<file path="src/rtl/rect_motion_ctl.sv">
// rect_motion_ctl: frame-stepped vertical motion for the on-screen rectangle.
// The rectangle follows the mouse until a left-click, then falls under gravity,
// bounces on the floor with damping, and finally rests on the floor.
//
// state  | meaning
// FOLLOW | rectangle tracks the mouse, ypos clamped to the floor
// FALL   | moving down, speed grows every ACCEL_DIV+1 frames
// RISE   | moving up after a bounce, speed shrinks every ACCEL_DIV+1 frames
// REST   | parked on the floor until the next click
module rect_motion_ctl #(
    parameter int XW         = 12,
    parameter int SPEED_W    = 11,
    parameter int FLOOR      = 536,
    parameter int ACCEL_DIV  = 3,
    parameter int DAMP_SHIFT = 2,
    parameter int MIN_SPEED  = 2
) (
    input  logic          clk,
    input  logic          rst,
    input  logic          left_button,
    input  logic [XW-1:0] xpos,
    input  logic [XW-1:0] ypos,
    input  logic          vsync,
    output logic [XW-1:0] xpos_out,
    output logic [XW-1:0] ypos_out,
    output logic          moving,
    output logic          landed
);

    localparam int DIV_W = (ACCEL_DIV < 2) ? 1 : $clog2(ACCEL_DIV + 1);
    localparam logic [DIV_W-1:0]   DIV_RELOAD = DIV_W'(ACCEL_DIV);
    localparam logic [XW-1:0]      FLOOR_Y    = XW'(FLOOR);
    localparam logic [SPEED_W-1:0] SPEED_MAX  = '1;
    localparam logic [SPEED_W-1:0] MIN_SPD    = SPEED_W'(MIN_SPEED);

    typedef enum logic [1:0] {FOLLOW, FALL, RISE, REST} state_t;

    state_t             state_q, state_d;
    logic [XW-1:0]      xpos_out_q, xpos_out_d;
    logic [XW-1:0]      ypos_out_q, ypos_out_d;
    logic [SPEED_W-1:0] speed_q, speed_d;
    logic [DIV_W-1:0]   div_cnt_q, div_cnt_d;
    logic               landed_q, landed_d;
    logic               vsync_q, btn_q;

    logic               tick, btn;
    logic [XW:0]        y_sum, speed_ext;
    logic               hit_floor, underflow;
    logic [XW-1:0]      y_rise, y_follow;
    logic [SPEED_W-1:0] speed_damp, speed_inc;

    // Single-cycle events from the frame sync and the mouse button levels.
    assign tick = vsync & ~vsync_q;
    assign btn  = left_button & ~btn_q;

    // Candidate positions and speeds; the sum is one bit wider so overshoot
    // past the floor is seen before it can wrap.
    assign y_sum      = {1'b0, ypos_out_q} + (XW+1)'(speed_q);
    assign hit_floor  = (y_sum >= {1'b0, FLOOR_Y});
    assign speed_ext  = (XW+1)'(speed_q);
    assign underflow  = (speed_ext > {1'b0, ypos_out_q});
    assign y_rise     = ypos_out_q - speed_ext[XW-1:0];
    assign y_follow   = (ypos > FLOOR_Y) ? FLOOR_Y : ypos;
    assign speed_damp = speed_q - (speed_q >> DAMP_SHIFT);
    assign speed_inc  = (speed_q == SPEED_MAX) ? speed_q : speed_q + 1'b1;

    // State, position, speed and edge-detect registers.
    always_ff @(posedge clk or posedge rst) begin
        if (rst) begin
            state_q    <= FOLLOW;
            xpos_out_q <= '0;
            ypos_out_q <= '0;
            speed_q    <= '0;
            div_cnt_q  <= DIV_RELOAD;
            landed_q   <= 1'b0;
            vsync_q    <= 1'b0;
            btn_q      <= 1'b0;
        end else begin
            state_q    <= state_d;
            xpos_out_q <= xpos_out_d;
            ypos_out_q <= ypos_out_d;
            speed_q    <= speed_d;
            div_cnt_q  <= div_cnt_d;
            landed_q   <= landed_d;
            vsync_q    <= vsync;
            btn_q      <= left_button;
        end
    end

    // Next-state logic; a click always wins over a frame tick.
    always_comb begin
        state_d    = state_q;
        xpos_out_d = xpos_out_q;
        ypos_out_d = ypos_out_q;
        speed_d    = speed_q;
        div_cnt_d  = div_cnt_q;
        landed_d   = 1'b0;
        case (state_q)
            FOLLOW: begin
                xpos_out_d = xpos;
                ypos_out_d = y_follow;
                speed_d    = '0;
                div_cnt_d  = DIV_RELOAD;
                if (btn) state_d = FALL;
            end
            FALL: begin
                if (btn) begin
                    state_d = FOLLOW;
                end else if (tick) begin
                    if (hit_floor) begin
                        ypos_out_d = FLOOR_Y;
                        landed_d   = 1'b1;
                        div_cnt_d  = DIV_RELOAD;
                        if (speed_damp >= MIN_SPD) begin
                            speed_d = speed_damp;
                            state_d = RISE;
                        end else begin
                            speed_d = '0;
                            state_d = REST;
                        end
                    end else begin
                        ypos_out_d = y_sum[XW-1:0];
                        if (div_cnt_q == '0) begin
                            div_cnt_d = DIV_RELOAD;
                            speed_d   = speed_inc;
                        end else begin
                            div_cnt_d = div_cnt_q - 1'b1;
                        end
                    end
                end
            end
            RISE: begin
                if (btn) begin
                    state_d = FOLLOW;
                end else if (tick) begin
                    if (speed_q == '0) begin
                        state_d = FALL;
                    end else if (underflow) begin
                        ypos_out_d = '0;
                        speed_d    = '0;
                        state_d    = FALL;
                    end else begin
                        ypos_out_d = y_rise;
                        if (div_cnt_q == '0) begin
                            div_cnt_d = DIV_RELOAD;
                            speed_d   = speed_q - 1'b1;
                        end else begin
                            div_cnt_d = div_cnt_q - 1'b1;
                        end
                    end
                end
            end
            REST: begin
                ypos_out_d = FLOOR_Y;
                if (btn) state_d = FOLLOW;
            end
            default: state_d = FOLLOW;
        endcase
    end

    assign xpos_out = xpos_out_q;
    assign ypos_out = ypos_out_q;
    assign moving   = (state_q == FALL) || (state_q == RISE);
    assign landed   = landed_q;

endmodule

</file>
<file path="config.mk">
export PLATFORM = sky130hd
export DESIGN_NAME = rect_motion_ctl
export DESIGN_NICKNAME = d
export VERILOG_FILES = /design/src/rtl/rect_motion_ctl.sv
export SDC_FILE = /design/constraint.sdc
export NUM_CORES = 1
export LEC_CHECK = 0
export CORE_UTILIZATION = 35
export CTS_BUF_LIST = sky130_fd_sc_hd__clkbuf_8
export CTS_CLUSTER_SIZE = 10
export DETAILED_ROUTE_END_ITERATION = 12
export GPL_ROUTABILITY_DRIVEN = 0
export SLEW_MARGIN = 20
export SYNTH_ARGS = -nofsm -noshare
export SYNTH_HDL_FRONTEND = slang
export SYNTH_SLANG_ARGS = --single-unit
</file>
<file path="constraint.sdc">
create_clock -name clk -period 2.9 [get_ports clk]
set_input_delay 0.58 -clock clk [delete_from_list [all_inputs] [get_ports clk]]
set_output_delay 0.58 -clock clk [all_outputs]
set_load 0.01 [all_outputs]
</file>
==> impl_metrics.ini <==
[grt]
grt_max_degree = 25
track_usage = 0.231
met3_usage = 0.0405
busiest_layer = met2
antenna_found_initial = 0
grt_overflow_total = 0
grt_pass1_wl_um = 22900
first_global_vias = 4610
grtUsageMet1 = 0.279
met2_usage = 0.411

[run]
drv_cap = 0

[critical_path]
path_max_fanout = 6
max_stage_delay_ps = 440
path_class = flop to flop
crit_path_cell_trace = ha_4 -> fa_2 -> nand2b_4 -> a2111oi_4 -> nor4_2 -> o41ai_2 -> mux2_4 -> o41a_1 -> o21ai_4 -> or2_4 -> o22ai_2
r2r_start = ypos_out[0]$_DFFE_PP0P_
cp-end-kind = flop
slowest_stage = dfrtp_1
startpoint_type = flop
cp-startpoint = ypos_out[0]$_DFFE_PP0P_
cp.arrival_ps = 3320
cp.required_ps = 3070

[power]
clkPwrFrac = 0.054
switching_power_uw = 3360
internal_power_uw = 3930
powerDensity_nw_per_um2 = 1170
power_uw = 7300
power_frac_seq = 0.132
peakVddDrop_mv = 0.663
p_leak_uw = 0.00269
combPwrFrac = 0.814
swShare = 0.461

[clocking]
worstSkewPairLatency_ps = 300
clockBufferDepth = 2
clk_pin_slew_worst_paths_ps = 90
root_buffer = clkbuf_8
htreeDepth = 2
cts-buffers-inserted = 5
numClockSinks = 42
cts_tree = done

[status]
violations = negative setup slack
status = finished with violations

[finish]
stdcell_area_um2 = 6260
areaGrowthSynthToFinish_pct = 50.8
nets = 734
final.fill_count = 1028
multiInputGateArea_um2 = 3130
diodes = 0
drive_gt1_frac = 0.359
fin_cells = 808
register_area_um2 = 1060

[sta]
finalHoldViolCount = 0
fin_crit_sh = 1.09
fmax_mhz = 317
rsz0062_at_grt = true
finalSetupViolations = 22
relSlewSlack = 0.673
finalWorstSetupSlack_ps = -250
tightest_slew_ps = 488
finalClockSkew_ps = 5.81
fin_crit_ps = 3150
hold_ws_ps = 512
drv_slew = 0

[yosys]
synth-seq-cells = 42
yosys_most_used_dff = dfrtp_1
synth_area_um2 = 4150
yosys_warnings = 0
synth.distinct_cells = 79
syn_nets = 556
synth_cells = 486
yosysTopAreaCellShare = 0.241
yosysSeqAreaShare = 0.254
synth_top_area_cell = dfrtp_1
synth_edf_count = 0
async_flop_share = 1.00
synthTopCellsByArea = dfrtp_1 (24%), ha_1 (12%), mux2_2 (4.1%), nand2_1 (3.8%), o21ai_0 (2.9%)
syn_area_per_cell_um2 = 8.54

[routing]
drt.antenna.violating_nets = 0
first_iter_violations = 293
avgRoutedWirePerCell_um = 17.4
drc = 0
dr.pass1.iters = 5
drt_wl_total_um = 14100
vias_per_cell = 5.59
num_vias = 4519

[placed_design]
dp_hpwl_um = 11100
dp.cells = 775
portBuffers = 53
place_area_um2 = 5720

[floorplanning]
die_x_um = 111
die_area_um2 = 12300
num_rows = 39
ios = 54
core_um2 = 11500
start_util = 0.362
chipHeight_um = 111

[min_path]
min-delay-start = div_cnt_q[1]$_DFFE_PP1P_
min_path_type = flop to flop
worst max-delay path: cells and delay by family, from the launching register on:
family | cells | cell delay (ps)
AOI/OAI and AO/OA | 5 | 1420
and+or+nand+nor | 3 | 380
adders and majority gates | 2 | 400
muxes | 1 | 380
DFF | 1 | 440
power by group through the flow:
stage | clock, uW | combinational [uW] | sequential [uW]
floorplan | 0 | 3040 | 1040
global placement | 0 | 5120 | 950
detailed placement | 0 | 5210 | 960
CTS | 406 | 5720 | 956
global route | 430 | 6390 | 988
finish | 395 | 5940 | 960
registers in the layout, summed over array words and instances (netlist names):
name,count
xpos_out,12
speed_q,11
state_q,2
landed,1
btn_q,1
div_cnt_q,2
ypos_out,12
vsync_q,1
stage by stage:
stage               setup TNS (ps)  utilization  worst slack [ps]
floorplan                    -1160            -              -112
global placement             -4280        0.499              -311
detailed placement           -5400        0.499              -335
CTS                          -2760        0.538              -212
global route                 -6380        0.546              -404
finish                       -3370        0.546              -250
layer usage:
metal / part of all wire / wire length, um
met3: 0.043 / 604
met5: 0 / 0
met1: 0.43 / 6080
met4: 0.029 / 410
met2: 0.50 / 6990
synth_stat cells (3+ instances only):
cell and number:
o21ai_1 6, a21oi_1 22, o2bb2ai_1 3, ha_1 39, o31ai_1 7, o22ai_1 6, or3_1 5, a221oi_1 5
nand3_1 10, a22o_1 5, xor2_1 3, nor2_1 32, o31a_1 5, nand2b_1 7, nor4_1 10, mux2_2 15
nand2_1 42, a211oi_1 9, clkbuf_1 15, o221ai_1 7, buf_2 8, o21ai_0 24, or2_2 4, inv_1 32
a31oi_1 4, nor2b_1 7, o311ai_0 3, a21o_1 4, fa_1 3, dfrtp_1 40, o21a_1 10, xnor2_1 10
nor3_1 20, o22ai_2 3
repair_timing:
action | 4_1_cts | 5_1_grt
pin swaps | 25 | 22
hold buffers | 0 | 0
resized for setup | 45 | 18
buffers inserted | 29 | 4
endpoints found under the setup margin | 24 | 23
layout make-up:
type / instances / area share
clock inverter: 3 / 0.00280
multi-input combinational: 386 / 0.501
inverter: 33 / 0.0202
sequential: 42 / 0.169
tap: 143 / 0.0286
timing repair buffer: 196 / 0.267
clock buffer: 5 / 0.0110
cells by family after synthesis:
logic type,Yosys count,synth area share
adder cells (fa/ha/maj),42,0.132
AO/OA/AOI/OAI,162,0.300
multiplexers,16,0.0431
AND/OR/NAND/NOR,152,0.183
buffers and inverters,58,0.0567
flip-flops,42,0.254
XOR/XNOR,14,0.0314
final timing paths:
path / endpoint / slack (ps) / cells past startpoint
worst max-delay path: speed_q[9]$_DFFE_PP0P_ / -250 / 11
worst min-delay path: div_cnt_q[1]$_DFFE_PP1P_ / 510 / 2
worst max register to register: speed_q[9]$_DFFE_PP0P_ / -250 / 11
worst min register to register: div_cnt_q[1]$_DFFE_PP1P_ / 510 / 2
max in group asynchronous: speed_q[4]$_DFFE_PP0P_ / 1780 / 3
min in group asynchronous: xpos_out[6]$_DFFE_PP0P_ / 560 / 2
cells in the final DEF, fill, tap and decap left out, types with 18 or more instances in the layout:
master / n
dfrtp_1: 35
o21ai_0: 18
nor3_1: 18
a21oi_1: 20
ha_1: 33
buf_4: 130
inv_1: 28
nand2_1: 42
clkdlybuf4s50_1: 53
nor2_1: 32
(Power assumes the default switching activity.)
